File: src/rtl/axioma_alu_sequencer.sv
// Issue sequencer for the 8-bit ALU: operand fetch, ALU drive, GPR/SREG writeback.
// Byte ops retire in 2 cycles after accept, ADIW/SBIW in 3; accepts only when idle.
module axioma_alu_sequencer #(
  parameter int RA_W    = 5,
  parameter bit WORD_EN = 1'b1
) (
  input  logic            clk,
  input  logic            reset,
  input  logic            req_valid,
  output logic            req_ready,
  input  logic [4:0]      req_op,
  input  logic [RA_W-1:0] req_rd,
  input  logic [RA_W-1:0] req_rr,
  input  logic [7:0]      req_imm,
  input  logic            req_use_imm,
  input  logic            req_word,
  output logic [RA_W-1:0] rf_raddr_a,
  output logic [RA_W-1:0] rf_raddr_b,
  input  logic [7:0]      rf_rdata_a,
  input  logic [7:0]      rf_rdata_b,
  output logic [7:0]      alu_operand_a,
  output logic [7:0]      alu_operand_b,
  output logic [4:0]      alu_op,
  output logic [5:0]      alu_flags_in,
  input  logic [7:0]      alu_result,
  input  logic [5:0]      alu_flags_out,
  output logic            rf_we,
  output logic [RA_W-1:0] rf_waddr,
  output logic [7:0]      rf_wdata,
  input  logic [7:0]      sreg_in,
  output logic            sreg_we,
  output logic [7:0]      sreg_wdata,
  output logic            done,
  output logic            done_err
);

  localparam logic [4:0] OP_ADD = 5'd0,  OP_ADC = 5'd1,  OP_SUB  = 5'd2,  OP_SBC  = 5'd3;
  localparam logic [4:0] OP_AND = 5'd4,  OP_OR  = 5'd5,  OP_EOR  = 5'd6,  OP_COM  = 5'd7;
  localparam logic [4:0] OP_NEG = 5'd8,  OP_INC = 5'd9,  OP_DEC  = 5'd10, OP_LSL  = 5'd11;
  localparam logic [4:0] OP_LSR = 5'd12, OP_ROL = 5'd13, OP_ROR  = 5'd14, OP_ASR  = 5'd15;
  localparam logic [4:0] OP_SWAP = 5'd16, OP_PASS = 5'd17, OP_CP = 5'd18, OP_CPC  = 5'd19;
  localparam logic [4:0] OP_TST = 5'd20;

  typedef enum logic [1:0] {S_IDLE, S_EXEC, S_EXEC_LO, S_EXEC_HI} state_t;

  state_t          state, state_nxt;
  logic [4:0]      op_q;
  logic [RA_W-1:0] rd_q, rr_q;
  logic [7:0]      imm_q;
  logic            use_imm_q, err_q, c_lo_q, z_lo_q;

  logic            nxt_rf_we, nxt_sreg_we, nxt_done, nxt_done_err;
  logic [RA_W-1:0] nxt_rf_waddr;
  logic [7:0]      nxt_rf_wdata, nxt_sreg_wdata;

  logic            accept, req_illegal, word_ok;
  logic [7:0]      sreg_mask, sreg_byte, sreg_word;
  logic            byte_writes_rf;

  assign req_ready   = (state == S_IDLE) && !done;
  assign accept      = req_valid && req_ready;
  assign word_ok     = WORD_EN && (req_op == OP_ADD || req_op == OP_SUB) && !req_rd[0];
  assign req_illegal = (req_op > OP_TST) || (req_word && !word_ok);

  // Flags each byte op may touch; I and T are never in the mask.
  always_comb begin
    sreg_mask = 8'h00;
    case (op_q)
      OP_ADD, OP_ADC, OP_SUB, OP_SBC, OP_CP, OP_CPC, OP_NEG, OP_LSL, OP_ROL: sreg_mask = 8'h3F;
      OP_COM, OP_LSR, OP_ROR, OP_ASR:                                       sreg_mask = 8'h1F;
      OP_AND, OP_OR, OP_EOR, OP_TST, OP_INC, OP_DEC:                        sreg_mask = 8'h1E;
      default:                                                              sreg_mask = 8'h00;
    endcase
  end

  assign byte_writes_rf = !(op_q == OP_CP || op_q == OP_CPC || op_q == OP_TST);

  // Carry-chained ops can only keep Z set if every earlier byte was zero too.
  always_comb begin
    sreg_byte = (sreg_in & ~sreg_mask) | ({2'b00, alu_flags_out} & sreg_mask);
    if (op_q == OP_SBC || op_q == OP_CPC)
      sreg_byte[1] = alu_flags_out[1] & sreg_in[1];
  end

  assign sreg_word = {sreg_in[7:5], alu_flags_out[4:2], z_lo_q & alu_flags_out[1], alu_flags_out[0]};

  always_comb begin
    state_nxt      = state;
    rf_raddr_a     = '0;
    rf_raddr_b     = '0;
    alu_operand_a  = 8'h00;
    alu_operand_b  = 8'h00;
    alu_op         = 5'd0;
    alu_flags_in   = 6'h00;
    nxt_rf_we      = 1'b0;
    nxt_rf_waddr   = '0;
    nxt_rf_wdata   = 8'h00;
    nxt_sreg_we    = 1'b0;
    nxt_sreg_wdata = 8'h00;
    nxt_done       = 1'b0;
    nxt_done_err   = 1'b0;
    case (state)
      S_IDLE: begin
        if (accept)
          state_nxt = (req_word && !req_illegal) ? S_EXEC_LO : S_EXEC;
      end
      S_EXEC: begin
        rf_raddr_a    = rd_q;
        rf_raddr_b    = rr_q;
        alu_operand_a = rf_rdata_a;
        alu_operand_b = use_imm_q ? imm_q : rf_rdata_b;
        alu_op        = op_q;
        alu_flags_in  = sreg_in[5:0];
        nxt_done      = 1'b1;
        nxt_done_err  = err_q;
        if (!err_q) begin
          nxt_rf_we      = byte_writes_rf;
          nxt_rf_waddr   = rd_q;
          nxt_rf_wdata   = alu_result;
          nxt_sreg_we    = (sreg_mask != 8'h00);
          nxt_sreg_wdata = sreg_byte;
        end
        state_nxt = S_IDLE;
      end
      S_EXEC_LO: begin
        rf_raddr_a    = rd_q;
        alu_operand_a = rf_rdata_a;
        alu_operand_b = imm_q;
        alu_op        = op_q;
        alu_flags_in  = sreg_in[5:0];
        nxt_rf_we     = 1'b1;
        nxt_rf_waddr  = rd_q;
        nxt_rf_wdata  = alu_result;
        state_nxt     = S_EXEC_HI;
      end
      S_EXEC_HI: begin
        rf_raddr_a     = {rd_q[RA_W-1:1], 1'b1};
        alu_operand_a  = rf_rdata_a;
        alu_op         = (op_q == OP_ADD) ? OP_ADC : OP_SBC;
        alu_flags_in   = {sreg_in[5:1], c_lo_q};
        nxt_rf_we      = 1'b1;
        nxt_rf_waddr   = {rd_q[RA_W-1:1], 1'b1};
        nxt_rf_wdata   = alu_result;
        nxt_sreg_we    = 1'b1;
        nxt_sreg_wdata = sreg_word;
        nxt_done       = 1'b1;
        state_nxt      = S_IDLE;
      end
      default: state_nxt = S_IDLE;
    endcase
  end

  always_ff @(posedge clk) begin
    if (reset) begin
      state      <= S_IDLE;
      op_q       <= 5'd0;
      rd_q       <= '0;
      rr_q       <= '0;
      imm_q      <= 8'h00;
      use_imm_q  <= 1'b0;
      err_q      <= 1'b0;
      c_lo_q     <= 1'b0;
      z_lo_q     <= 1'b0;
      rf_we      <= 1'b0;
      rf_waddr   <= '0;
      rf_wdata   <= 8'h00;
      sreg_we    <= 1'b0;
      sreg_wdata <= 8'h00;
      done       <= 1'b0;
      done_err   <= 1'b0;
    end else begin
      state      <= state_nxt;
      rf_we      <= nxt_rf_we;
      rf_waddr   <= nxt_rf_waddr;
      rf_wdata   <= nxt_rf_wdata;
      sreg_we    <= nxt_sreg_we;
      sreg_wdata <= nxt_sreg_wdata;
      done       <= nxt_done;
      done_err   <= nxt_done_err;
      if (accept) begin
        op_q      <= req_op;
        rd_q      <= req_rd;
        rr_q      <= req_rr;
        imm_q     <= req_imm;
        use_imm_q <= req_use_imm;
        err_q     <= req_illegal;
      end
      if (state == S_EXEC_LO) begin
        c_lo_q <= alu_flags_out[0];
        z_lo_q <= alu_flags_out[1];
      end
    end
  end

endmodule
File: config.mk
export PLATFORM = sky130hd
export DESIGN_NAME = axioma_alu_sequencer
export DESIGN_NICKNAME = d
export VERILOG_FILES = /design/src/rtl/axioma_alu_sequencer.sv
export SDC_FILE = /design/constraint.sdc
export NUM_CORES = 1
export LEC_CHECK = 0
export ABC_AREA = 1
export BUFFER_PORTS_ARGS = -buffer_cell sky130_fd_sc_hd__buf_2
export CAP_MARGIN = 20
export CORE_MARGIN = 1
export CORE_UTILIZATION = 30
export DETAILED_ROUTE_END_ITERATION = 10
export MAX_ROUTING_LAYER = met4
export PLACE_DENSITY = 0.62
export SYNTH_ARGS = -nofsm -noshare
export SYNTH_HDL_FRONTEND = slang
export SYNTH_SLANG_ARGS = --single-unit
File: constraint.sdc
create_clock -name clk -period 2 [get_ports clk]
set_input_delay 0.1 -clock clk [delete_from_list [all_inputs] [get_ports clk]]
set_output_delay 0.1 -clock clk [all_outputs]
set_load 0.03 [all_outputs]
## Word-level counts from Yosys, hierarchy flattened

Memory sizes are Yosys's and may differ from the RTL's. A register that Yosys moved wholly into a read port is not among the register bits.
Index checks and enable logic that the tools add are counted.

- Output and inout bits: 63
- ROM bits: 192
- Register bits after elaboration: 54
- Logic and storage cells: 83
- Memories kept: 1
- Input bits: 66

Memories:

| name | depth | width | read ports | clocked after memory_dff | write ports | RTL line | RTL |
|---|---|---|---|---|---|---|---|
| (no name shown) | 32 | 6 | 1 | 1 | 0 | 68 | `case (op_q)` |

- Reductions and logical operators: 24
- Magnitude comparators: 1
- Multiplexer cells: 25
- Bitwise operators: 7
- Equal/unequal tests: 9

Operators by type and width:

| cell | number |
|---|---|
| case mux 8 bit (2 select lines) | 3 |
| two-way mux 8 bit | 4 |
| two-way mux 5 bit | 4 |
| case mux 5 bit (2 select lines) | 2 |
| == test 5 bit (second input constant) | 3 |
| case mux 5 bit (3 select lines) | 1 |
| case mux 6 bit (2 select lines) | 1 |
| == test 5 x 2 -> 1 bit (second input constant) | 2 |
| logical NOT 5 bit | 2 |
| AND 6 x 8 -> 8 bit | 1 |
| AND 8 bit | 1 |
| inverter 8 bit | 1 |
| OR 8 bit | 1 |
| nonzero test 8 bit | 1 |
| OR reduction 2 bit | 4 |
| two-way mux 2 bit | 3 |
| case mux 2 bit (3 select lines) | 1 |
| greater-than comparator 5 bit (second input constant) | 1 |
| logical AND 1 bit | 5 |
| logical NOT 1 bit | 5 |
| logical OR 1 bit | 5 |
| == test 2 bit (second input constant) | 2 |
| two-way mux 1 bit | 4 |
| case mux 1 bit (2 select lines) | 2 |
| other kinds (6) | 7 |

## Depth between registers and ports, before layout

Gate-level depths: netlist (run 1).

- Word-level depth: 11
- Depth in mapped cells: 14
- Gate-level depth less buffers: 14

## Worst setup path before layout (run 1)

Ideal clock, no wire load.

- Path type: register to register
- Start: register state[0]
- End: register sreg_mask[0] (netlist name)
- Data required time: 1887 ps
- Slack: 146 ps
- Period minus slack after synthesis: 1854 ps
- Buffers on the path: 0
- Data arrival time: 1741 ps
- Setup time: 113 ps
- Cell stages (with the launch flop): 14
- Cells stage by stage: dfxtp_1 inv_1 ha_1 inv_1 nor2_2 nand3_1 nand3_2 inv_1 ha_1 nand2_1 nand2_1 nand2_1 nand2_1 nand2_1

- Cells in the longest elaborated chain, start to end: 5

RTL lines:

| what | RTL line | RTL |
|---|---|---|
| from (decl) | 46 | `state_t state, state_nxt;` |
| from (signal assigned) | 172 | `state <= state_nxt;` |
| logical NOT 2 bit | 60 | `assign req_ready = (state == S_IDLE) && !done;` |
| logical AND 1 bit | 60 |  |
| net req_ready | 10 | `output logic req_ready,` |
| logical AND 1 bit | 61 | `assign accept = req_valid && req_ready;` |
| two-way mux 5 bit (no source line) (2 in series) | -- |  |

The timed path passes the listed nets, and every way through them passes these cells.
A chain may end at the register's enable or synchronous reset.

## Worst setup path after layout (run 1)

- Start: register state[1]
- End: output port alu_operand_b[6]

- Cells in the longest elaborated chain, start to end: 2
- Elaborated cells on any way between the ends: 3
- Classes of those cells: 2 x eq/ne; 1 x mux

RTL lines:

| what | RTL line | RTL |
|---|---|---|
| == test 2 bit or == test 2 x 1 -> 1 bit (tied branches) | 102 | `case (state)` |
| case mux 8 bit (2 select lines) (*) | 102 |  |
| to (decl) | 22 | `output logic [7:0] alu_operand_b,` |

Mark *: on every way between the ends. The rest lies on a longest branch, timed or not.

==> results_dict.tcl, run 1 <==
set metrics [dict create \
    tns_ns 0 \
    synth_compound_area_share_pct 12.3 \
    wirelength_um 7450 \
    drc 0 \
    chipHeight_um 97.3 \
    synth_common_cells "91 x nand2_1, 61 x inv_1, 57 x dfxtp_1" \
    slew_headroom_pct 75.0 \
    min_to "rr_q[2]" \
    synth_top_family_by_area "simple AND/OR/NAND/NOR gates" \
    ctsRootBufferMaster "clkbuf_8" \
    hpwl_um 5700 \
    power_frac_seq_pct 30.8 \
    status "completed" \
    yosys.area.top_type "dfxtp_1" \
    timing.rr.start "state[1]" \
    die_w_um 97.3 \
    hold_path.class "primary input to register" \
    critPathKind "register to primary output" \
    start_kind "register" \
    critPathMaxFanout 8 \
    hold_violations 0 \
    synthCells 377 \
    grt_pass1_wl_um 12300 \
    powerDensity_nw_per_um2 1290 \
    tightest_slew_ns 0.375 \
    synth_nets 449 \
    cts_tree "yes" \
    grt_pass1_vias 2720 \
    utilization_pct 43.9 \
    cts_buffer_depth 2 \
    clock-sinks 57 \
    final-seq-area_sq_um 1140 \
    core_region_area_sq_um 8760 \
    synth_edf_count 0 \
    insertion_delay_ns 0.33 \
    r2r_setup_slack_ns 0.26 \
    ir_drop_v 0.000410 \
    combinationalPowerShare_pct 47.0 \
    worstSetupEndpointType "primary output" \
    min_period_over_period_pct 92.6 \
    ys_ff_latch 57 \
    p_switching_uw 2140 \
    ant_nets 0 \
    yosysUniqueCellTypes 28 \
    drt_iter0_drc 101 \
    holdCritStartpoint "req_rr[2]" \
    min_delay_path_depth 3 \
    synth-adder-area-share_pct 2.76 \
    async_flop_share_pct 0 \
    final_nets 594 \
    layout-drive-gt1-share_pct 35.7 \
    track_usage_pct 16.6 \
    fin_worst_skew_ns 0.00368 \
    setup_viol 0 \
    antenna_found_initial 0 \
    path_clk_slew_ns 0.06 \
    yosysWarningCount 0 \
    synth.most_common_cell "nand2_1" \
    period_needed_ns 1.85 \
    cp_data_required_time_ns 1.90 \
    clock.fmax_mhz 540 \
    switching_share_pct 43.2 \
    start_util_pct 31.1 \
    slew_viol_final 0 \
    gp_congestion 0.869 \
    synth.area.mux_share_pct 0 \
    synthSimpleGateAreaFrac_pct 31.1 \
    ios 129 \
    rows 34 \
    synth_top_area_share_pct 41.9 \
    maxCapViolCount 0 \
    reg2reg_depth 13 \
    synth_area_leaders "dfxtp_1 42%, nand2_1 13%, inv_1 8.4%, a21oi_1 7.9%, nor2_1 5.4%" \
    vias 2786 \
    netlist_area_sq_um 2720 \
    synth-xor-area-share_pct 0 \
    viasPerCell 4.39 \
    fillers 913 \
    pwr-share-clk_pct 22.2 \
    dr.pass1.iters 4 \
    synth_ff_type "dfxtp_1" \
    grt_start_max_net_pins 25 \
    multi_input_area_sq_um 1290 \
    rsz0062_at_grt "no" \
    area_growth_pct 41.2 \
    timing.rr.end "sreg_mask[0]" \
    power.leakage_uw 0.00201 \
    die-area_sq_um 9460 \
    yosysSeqAreaShare_pct 41.9 \
    cts_made_buffers 9 \
    syn_area_per_cell_sq_um 7.22 \
    gr-total-overflow 0 \
    intPower_uw 2810 \
    cp.arrival_ns 1.75 \
    antenna_cells 0 \
    io_buffers 128 \
    routedWlPerCell_um 11.7 \
    h-tree-depth 3 \
]
## final cells by class
type,count,area share [%]
well taps,108,3.51
clock inverters,2,0.911
clock buffers,14,4.49
multi-input cells,242,33.5
repair buffers,146,21.3
inverters,66,6.61
flip-flops and latches,57,29.7
## kinds of logic (layout without fill, tap and decap cells)
logic type	count (synthesis)	after routing
adder cells (fa/ha/maj)	6	6
buffers and inverters	78	228
flip-flops	57	57
AND/OR/NAND/NOR	173	173
AO/OA/AOI/OAI	63	63
## metal layers
layer / wire [um] / vias to the layer above / global-route usage, %
met5: 0 / - / -
met4: 94 / 0 / 7.01
met3: 333 / 6 / 4.17
met2: 3590 / 71 / 27.4
met1: 3430 / 1255 / 19.4
li1: - / 1454 / -
## power groups by stage
| stage | clock network (uW) | logic [uW] | registers [uW] |
|---|---|---|---|
| CTS | 1130 | 2200 | 1510 |
| global placement | 0 | 2140 | 1530 |
| floorplan | 0 | 1510 | 1610 |
| detailed placement | 0 | 2180 | 1540 |
| finish | 1100 | 2330 | 1520 |
| global route | 1190 | 2580 | 1550 |
## how the worst max path moves through the flow
| stage | start | endpoint | slack, ns |
|---|---|---|---|
| floorplan | state[0] | sreg_mask[0] | 0.15 |
| global placement | state[0] | sreg_mask[0] | 0.23 |
| detailed placement | state[0] | sreg_mask[0] | 0.12 |
| CTS | state[1] | alu_operand_b[6] | 0.01 |
| global route | state[1] | alu_operand_b[4] | 0.01 |
| finish | state[1] | alu_operand_b[6] | 0.15 |
## state kept, by name (all words and copies together), names as in the netlist, 2 cells and up
signal	cells
sreg_mask	3
sreg_wdata	8
rf_wdata	8
rr_q	5
state	2
op_q	5
rf_waddr	5
imm_q	8
rd_q	5
## cells in the final DEF, fill, tap and decap left out, types with 4 or more instances in the layout
cell,instances
o21ai_0,12
a21oi_1,43
dfxtp_1,56
buf_2,125
nor2_4,13
nor2_1,39
nand2_1,91
buf_4,10
nand3_1,13
inv_2,7
clkbuf_8,12
dlygate4sd3_1,9
inv_1,57
nor3_1,4
## timing repair
item	4_1_cts	5_1_grt
hold endpoints to repair	8	1
setup buffers	0	1
resized for setup	0	16
endpoints found under the setup margin	0	24
hold buffers	8	1
## through the flow
stage / total power [uW] / cell area (sq um) / hold WS [ns] / instances / setup WS, ns
floorplan: 3110 / 2720 / 0.212 / 377 / 0.146
global placement: 3680 / 3480 / 0.318 / 609 / 0.234
detailed placement: 3710 / 3480 / 0.321 / 609 / 0.122
CTS: 4840 / 3770 / 0.000437 / 633 / 0.0134
finish: 4950 / 3840 / 0.0194 / 635 / 0.148
global route: 5320 / 3840 / 0.000174 / 635 / 0.0121
## critical path: stages, from the launching register on
cell and delay (ns):
dfxtp_1 0.35, inv_2 0.10, ha_1 0.18, inv_2 0.09, o21ai_4 0.27, nand2_1 0.10
a21oi_1 0.13, buf_2 0.21
(Power assumes the default switching activity.)
==> run 2, diff against run 1 <==
--- a/config.mk
+++ b/config.mk
@@ -13,6 +13,7 @@
 export DETAILED_ROUTE_END_ITERATION = 10
 export MAX_ROUTING_LAYER = met4
 export PLACE_DENSITY = 0.62
+export REMOVE_ABC_BUFFERS = 1
 export SYNTH_ARGS = -nofsm -noshare
 export SYNTH_HDL_FRONTEND = slang
 export SYNTH_SLANG_ARGS = --single-unit
==> constraint.sdc (replaced) <==
create_clock -name clk -period 2.1 [get_ports clk]
set_input_delay 0.105 -clock clk [delete_from_list [all_inputs] [get_ports clk]]
set_output_delay 0.105 -clock clk [all_outputs]
set_load 0.03 [all_outputs]
==> results_dict.tcl, run 2 (synthesized netlist as in run 1, its figures left out) <==
set metrics [dict create \
    vias 2770 \
    rows 34 \
    switching_share_pct 44.4 \
    viasPerCell 4.40 \
    insertion_delay_ns 0.32 \
    power.leakage_uw 0.00199 \
    stdcell_count 629 \
    crit_family "buffers and inverters" \
    rsz0062_at_grt "yes" \
    start_util_pct 31.1 \
    gp_congestion 0.837 \
    clock-sinks 57 \
    critPathKind "register to primary output" \
    cp.arrival_ns 1.85 \
    h-tree-depth 3 \
    chipHeight_um 97.3 \
    cp_data_required_time_ns 2.00 \
    reg2reg_depth 9 \
    cts_setup_buffers 0 \
    cp.depth 7 \
    start_kind "register" \
    cts_buffer_depth 2 \
    crit_slowest_cell "dfxtp_1" \
    worstSetupEndpointType "primary output" \
    hpwl_um 5700 \
    path_clk_slew_ns 0.06 \
    whs_ns 0.0215 \
    path_cells "inv_1 > ha_2 > inv_2 > o21ai_4 > nand2_1 > a21oi_1 > buf_2" \
    gr-total-overflow 0 \
    clock.fmax_mhz 512 \
    critPathMaxFanout 8 \
    crit_path_end "alu_operand_b[6]" \
    maxCapViolCount 0 \
    grt_pass1_vias 2685 \
    max_stage_delay_ns 0.34 \
    min_period_over_period_pct 93.0 \
    intPower_uw 2530 \
    mostFrequentLayoutCell "buf_2" \
    crit_buf_inv 3 \
    combinationalPowerShare_pct 46.0 \
    tightest_slew_ns 0.406 \
    timing.rr.end "state[0]" \
    drt_iter0_drc 92 \
    io_buffers 128 \
    antenna_cells 0 \
    layout-drive-gt1-share_pct 34.7 \
    slew_headroom_pct 73.0 \
    die-area_sq_um 9460 \
    grt_pass1_wl_um 12300 \
    utilization_pct 42.9 \
    top_regs "imm_q (8), rf_wdata (8), sreg_wdata (8)" \
    cts_tree "yes" \
    core_region_area_sq_um 8760 \
    slew_viol_final 0 \
    p_switching_uw 2020 \
    routedWlPerCell_um 11.6 \
    status "completed" \
    period_needed_ns 1.95 \
    wirelength_um 7320 \
    drc 0 \
    ios 129 \
    fillers 931 \
    cp-startpoint "state[1]" \
    track_usage_pct 16.7 \
    dr.pass1.iters 4 \
    ir_drop_v 0.000441 \
    hold_violations 0 \
    fin_worst_skew_ns 0.00633 \
    final_nets 589 \
    timing.rr.start "state[1]" \
    r2r_setup_slack_ns 0.24 \
    setup_viol 0 \
    grt_start_max_net_pins 19 \
    powerDensity_nw_per_um2 1210 \
    place_inst 608 \
    tns_ns 0 \
    pwr-share-clk_pct 22.2 \
    ant_nets 0 \
    antenna_found_initial 0 \
    die_w_um 97.3 \
    power_frac_seq_pct 31.8 \
    ctsRootBufferMaster "clkbuf_8" \
    mostFrequentLayoutCells "127 x buf_2, 91 x nand2_1, 60 x inv_1, 57 x dfxtp_1, 43 x a21oi_1" \
    hold_path.class "primary input to register" \
    cts_made_buffers 9 \
    area_growth_pct 38.2 \
]
## run 2: changes by cell type in the layout (fill, tap and decap cells not counted), moves of 2 or more
cell	change
ha_1	+2
buf_2	+2
inv_1	+3
dlygate4sd3_1	-3
inv_2	-2
buf_4	-4
## run 2: power groups by stage
stage                     Sequential (uW)  Combinational (uW)  Clock [uW]
after floorplan                      1530                1360           0
after global placement               1460                2050           0
after detailed placement             1470                2070           0
after CTS                            1450                2110        1040
after global routing                 1480                2330        1090
final                                1450                2100        1010
## run 2: stage by stage
| stage | power, uW | setup WS (ns) | instance area, sq um |
|---|---|---|---|
| finish | 4550 | 0.148 | 3760 |
| global route | 4900 | -0.0272 | 3760 |
| CTS | 4590 | 0.0108 | 3760 |
| detailed placement | 3540 | 0.215 | 3490 |
| global placement | 3510 | 0.277 | 3490 |
| floorplan | 2890 | 0.160 | 2650 |
## run 2: metal layers
metal / global-route usage [%] / vias up / wire, um
met3: 3.74 / 12 / 418
met2: 26.5 / 100 / 3340
met1: 20.8 / 1214 / 3420
li1: - / 1444 / -
met4: 6.11 / 0 / 141
met5: - / - / 0
## run 2: cell type report
cell class | instances | area (sq um) | area share, %
well taps | 108 | 135 | 3.59
repair buffers | 141 | 768 | 20.4
multi-input cells | 242 | 1270 | 33.8
clock inverters | 3 | 40.0 | 1.06
clock buffers | 12 | 155 | 4.12
inverters | 66 | 250 | 6.65
flip-flops and latches | 57 | 1140 | 30.3
## run 2: how the worst min path moves through the flow
stage,slack (ns),cells past startpoint,from,to
6_report,0.02,3,alu_result[7],rf_wdata[7]
5_1_grt,0.01,3,alu_result[7],rf_wdata[7]
4_1_cts,0.002,3,alu_result[7],rf_wdata[7]
3_5_place_dp,0.32,3,alu_result[2],rf_wdata[2]
3_3_place_gp,0.32,3,alu_result[2],rf_wdata[2]
2_1_floorplan,0.17,1,reset,imm_q[0]
## run 2: worst reg2reg max path, cell delays in order (launching register included)
cell and delay (ns):
dfxtp_1 0.34, inv_1 0.11, ha_1 0.20, nand3_2 0.16, buf_4 0.24, inv_2 0.25
nor2_1 0.11, a21oi_1 0.16, o21ai_1 0.09, a21oi_1 0.11
## run 2: timing repair
action / 4_1_cts / 5_1_grt
gates resized for setup: 3 / 3
hold buffers: 6 / 0
endpoints found under the setup margin: 8 / 9
hold endpoints to repair: 6 / 0
==> run 3, diff against run 2 <==
--- a/config.mk
+++ b/config.mk
@@ -12,7 +12,7 @@
 export CORE_UTILIZATION = 30
 export DETAILED_ROUTE_END_ITERATION = 10
 export MAX_ROUTING_LAYER = met4
-export PLACE_DENSITY = 0.62
+export PLACE_DENSITY = 0.64
 export REMOVE_ABC_BUFFERS = 1
 export SYNTH_ARGS = -nofsm -noshare
 export SYNTH_HDL_FRONTEND = slang
==> constraint.sdc (replaced) <==
create_clock -name clk -period 1.6 [get_ports clk]
set_input_delay 0.08 -clock clk [delete_from_list [all_inputs] [get_ports clk]]
set_output_delay 0.08 -clock clk [all_outputs]
set_load 0.03 [all_outputs]
==> results_dict.tcl, run 3 (synthesized netlist as in run 1, its figures left out) <==
set metrics [dict create \
    status "finished with violations" \
    violations "setup timing" \
    ctsRootBufferMaster "clkbuf_8" \
    min_delay_path_depth 3 \
    final_area_sq_um 4660 \
    timing.rr.end "sreg_mask[5]" \
    power_frac_seq_pct 26.5 \
    drc 0 \
    powerDensity_nw_per_um2 1550 \
    timing.rr.start "state[0]" \
    slew_headroom_pct 80.3 \
    ant_nets 0 \
    cp_data_required_time_ns 1.52 \
    layout-drive-gt1-share_pct 45.4 \
    slew_viol_final 0 \
    rsz0062_at_grt "yes" \
    track_usage_pct 17.7 \
    mostFrequentLayoutCell "buf_2" \
    min_to "rr_q[4]" \
    cts_buffer_depth 2 \
    vias 3052 \
    hold_path.class "primary input to register" \
    fin_worst_skew_ns 0.00708 \
    setup_viol 22 \
    hpwl_um 5850 \
    routedWlPerCell_um 12.6 \
    io_buffers 128 \
    r2r_setup_slack_ns 0.04 \
    tns_ns -2.10 \
    gp_congestion 0.846 \
    maxCapViolCount 0 \
    holdCritStartpoint "req_rr[4]" \
    h-tree-depth 3 \
    pwr-share-clk_pct 17.1 \
    critPathKind "register to primary output" \
    die-area_sq_um 9460 \
    cp.arrival_ns 1.66 \
    die_w_um 97.3 \
    cts_made_buffers 9 \
    cts_tree "yes" \
    top_regs "imm_q (8), rf_wdata (8), sreg_wdata (8)" \
    dr.pass1.iters 6 \
    switching_share_pct 44.4 \
    gr-total-overflow 0 \
    final_nets 634 \
    finalWorstSetupSlack_ns -0.140 \
    chipHeight_um 97.3 \
    antenna_cells 0 \
    path_clk_slew_ns 0.06 \
    insertion_delay_ns 0.33 \
    antenna_found_initial 0 \
    power.leakage_uw 0.00226 \
    clock-sinks 57 \
    hold_violations 0 \
    whs_ns 0.0135 \
    wirelength_um 8490 \
    critPathMaxFanout 8 \
    clock.fmax_mhz 575 \
    grt_start_max_net_pins 19 \
    mostFrequentLayoutCells "93 x buf_2, 80 x nand2_1, 55 x dfxtp_1, 53 x inv_1, 32 x buf_4" \
    p_switching_uw 3210 \
    start_util_pct 31.1 \
    core_region_area_sq_um 8760 \
    ios 129 \
    place_area_sq_um 3610 \
    combinationalPowerShare_pct 56.3 \
    drt_iter0_drc 114 \
    tightest_slew_ns 0.296 \
    start_kind "register" \
    period_needed_ns 1.74 \
    min_period_over_period_pct 109 \
    worstSetupEndpointType "primary output" \
    reg2reg_depth 12 \
    grt_pass1_wl_um 13100 \
    intPower_uw 4020 \
    ir_drop_v 0.000616 \
    rows 34 \
    viasPerCell 4.53 \
    fillers 802 \
    area_growth_pct 71.1 \
    grt_pass1_vias 2871 \
]
## run 3: changes by cell type in the layout (fill, tap and decap cells not counted), sizes merged
cell,delta
clkinv,+1
dlygate4sd3,+21
clkinvlp,+1
clkbuf,-2
inv,-1
buf,+25
## run 3: cell type report
class	instances	area [sq um]	area share, %
clock buffers	11	131	2.82
clock inverters	4	45.0	0.967
inverters	66	259	5.56
multi-input cells	242	1560	33.5
flip-flops and latches	57	1140	24.5
well taps	108	135	2.90
repair buffers	186	1390	29.7
## run 3: worst max-delay path: stages, from the launching register on
cell	delay, ns
dfxtp_2	0.33
inv_2	0.07
buf_6	0.11
ha_4	0.14
inv_4	0.04
o21ai_4	0.13
buf_12	0.15
nand2_2	0.05
a21oi_2	0.15
buf_6	0.15
## run 3: routing by layer
| layer | track usage, % | routed length [um] | vias up |
|---|---|---|---|
| li1 | - | - | 1543 |
| met1 | 20.7 | 3640 | 1389 |
| met2 | 29.3 | 4210 | 108 |
| met3 | 3.67 | 491 | 12 |
| met4 | 7.81 | 152 | 0 |
| met5 | - | 0 | - |
## run 3: repair_timing
| item | CTS | global route |
|---|---|---|
| pin swaps | 7 | 16 |
| setup endpoints to repair | 35 | 43 |
| resized for setup | 63 | 106 |
| hold buffers | 27 | 0 |
| cloned | 1 | 0 |
| hold endpoints to repair | 27 | 0 |
| buffers inserted | 4 | 4 |
## run 3: worst max-delay path by stage
| stage | to | depth (start not counted) | slack [ns] | start |
|---|---|---|---|---|
| 3_3_place_gp | sreg_mask[5] | 12 | 0.01 | state[0] |
| 4_1_cts | alu_operand_b[4] | 8 | -0.17 | state[1] |
| 3_5_place_dp | sreg_mask[5] | 12 | -0.06 | state[0] |
| 2_1_floorplan | sreg_mask[5] | 12 | -0.34 | state[0] |
| 5_1_grt | alu_operand_b[3] | 9 | -0.22 | state[1] |
| 6_report | alu_operand_b[3] | 9 | -0.14 | state[1] |
## run 3: per-stage QoR
stage | std cells | worst slack [ns] | power [uW] | utilization [%]
6_report | 674 | -0.140 | 7230 | 53.2
5_1_grt | 674 | -0.217 | 7650 | 53.2
4_1_cts | 671 | -0.170 | 6550 | 48.8
3_5_place_dp | 624 | -0.0582 | 4850 | 41.2
3_3_place_gp | 624 | 0.00976 | 4790 | 41.2
2_1_floorplan | 365 | -0.340 | 3790 | -
## run 3: power groups by stage
stage	registers (uW)	logic [uW]	clock network (uW)
final	1920	4070	1240
after global routing	1940	4370	1330
after CTS	1900	3370	1270
after detailed placement	1920	2940	0
after global placement	1910	2880	0
after floorplan	2010	1780	0
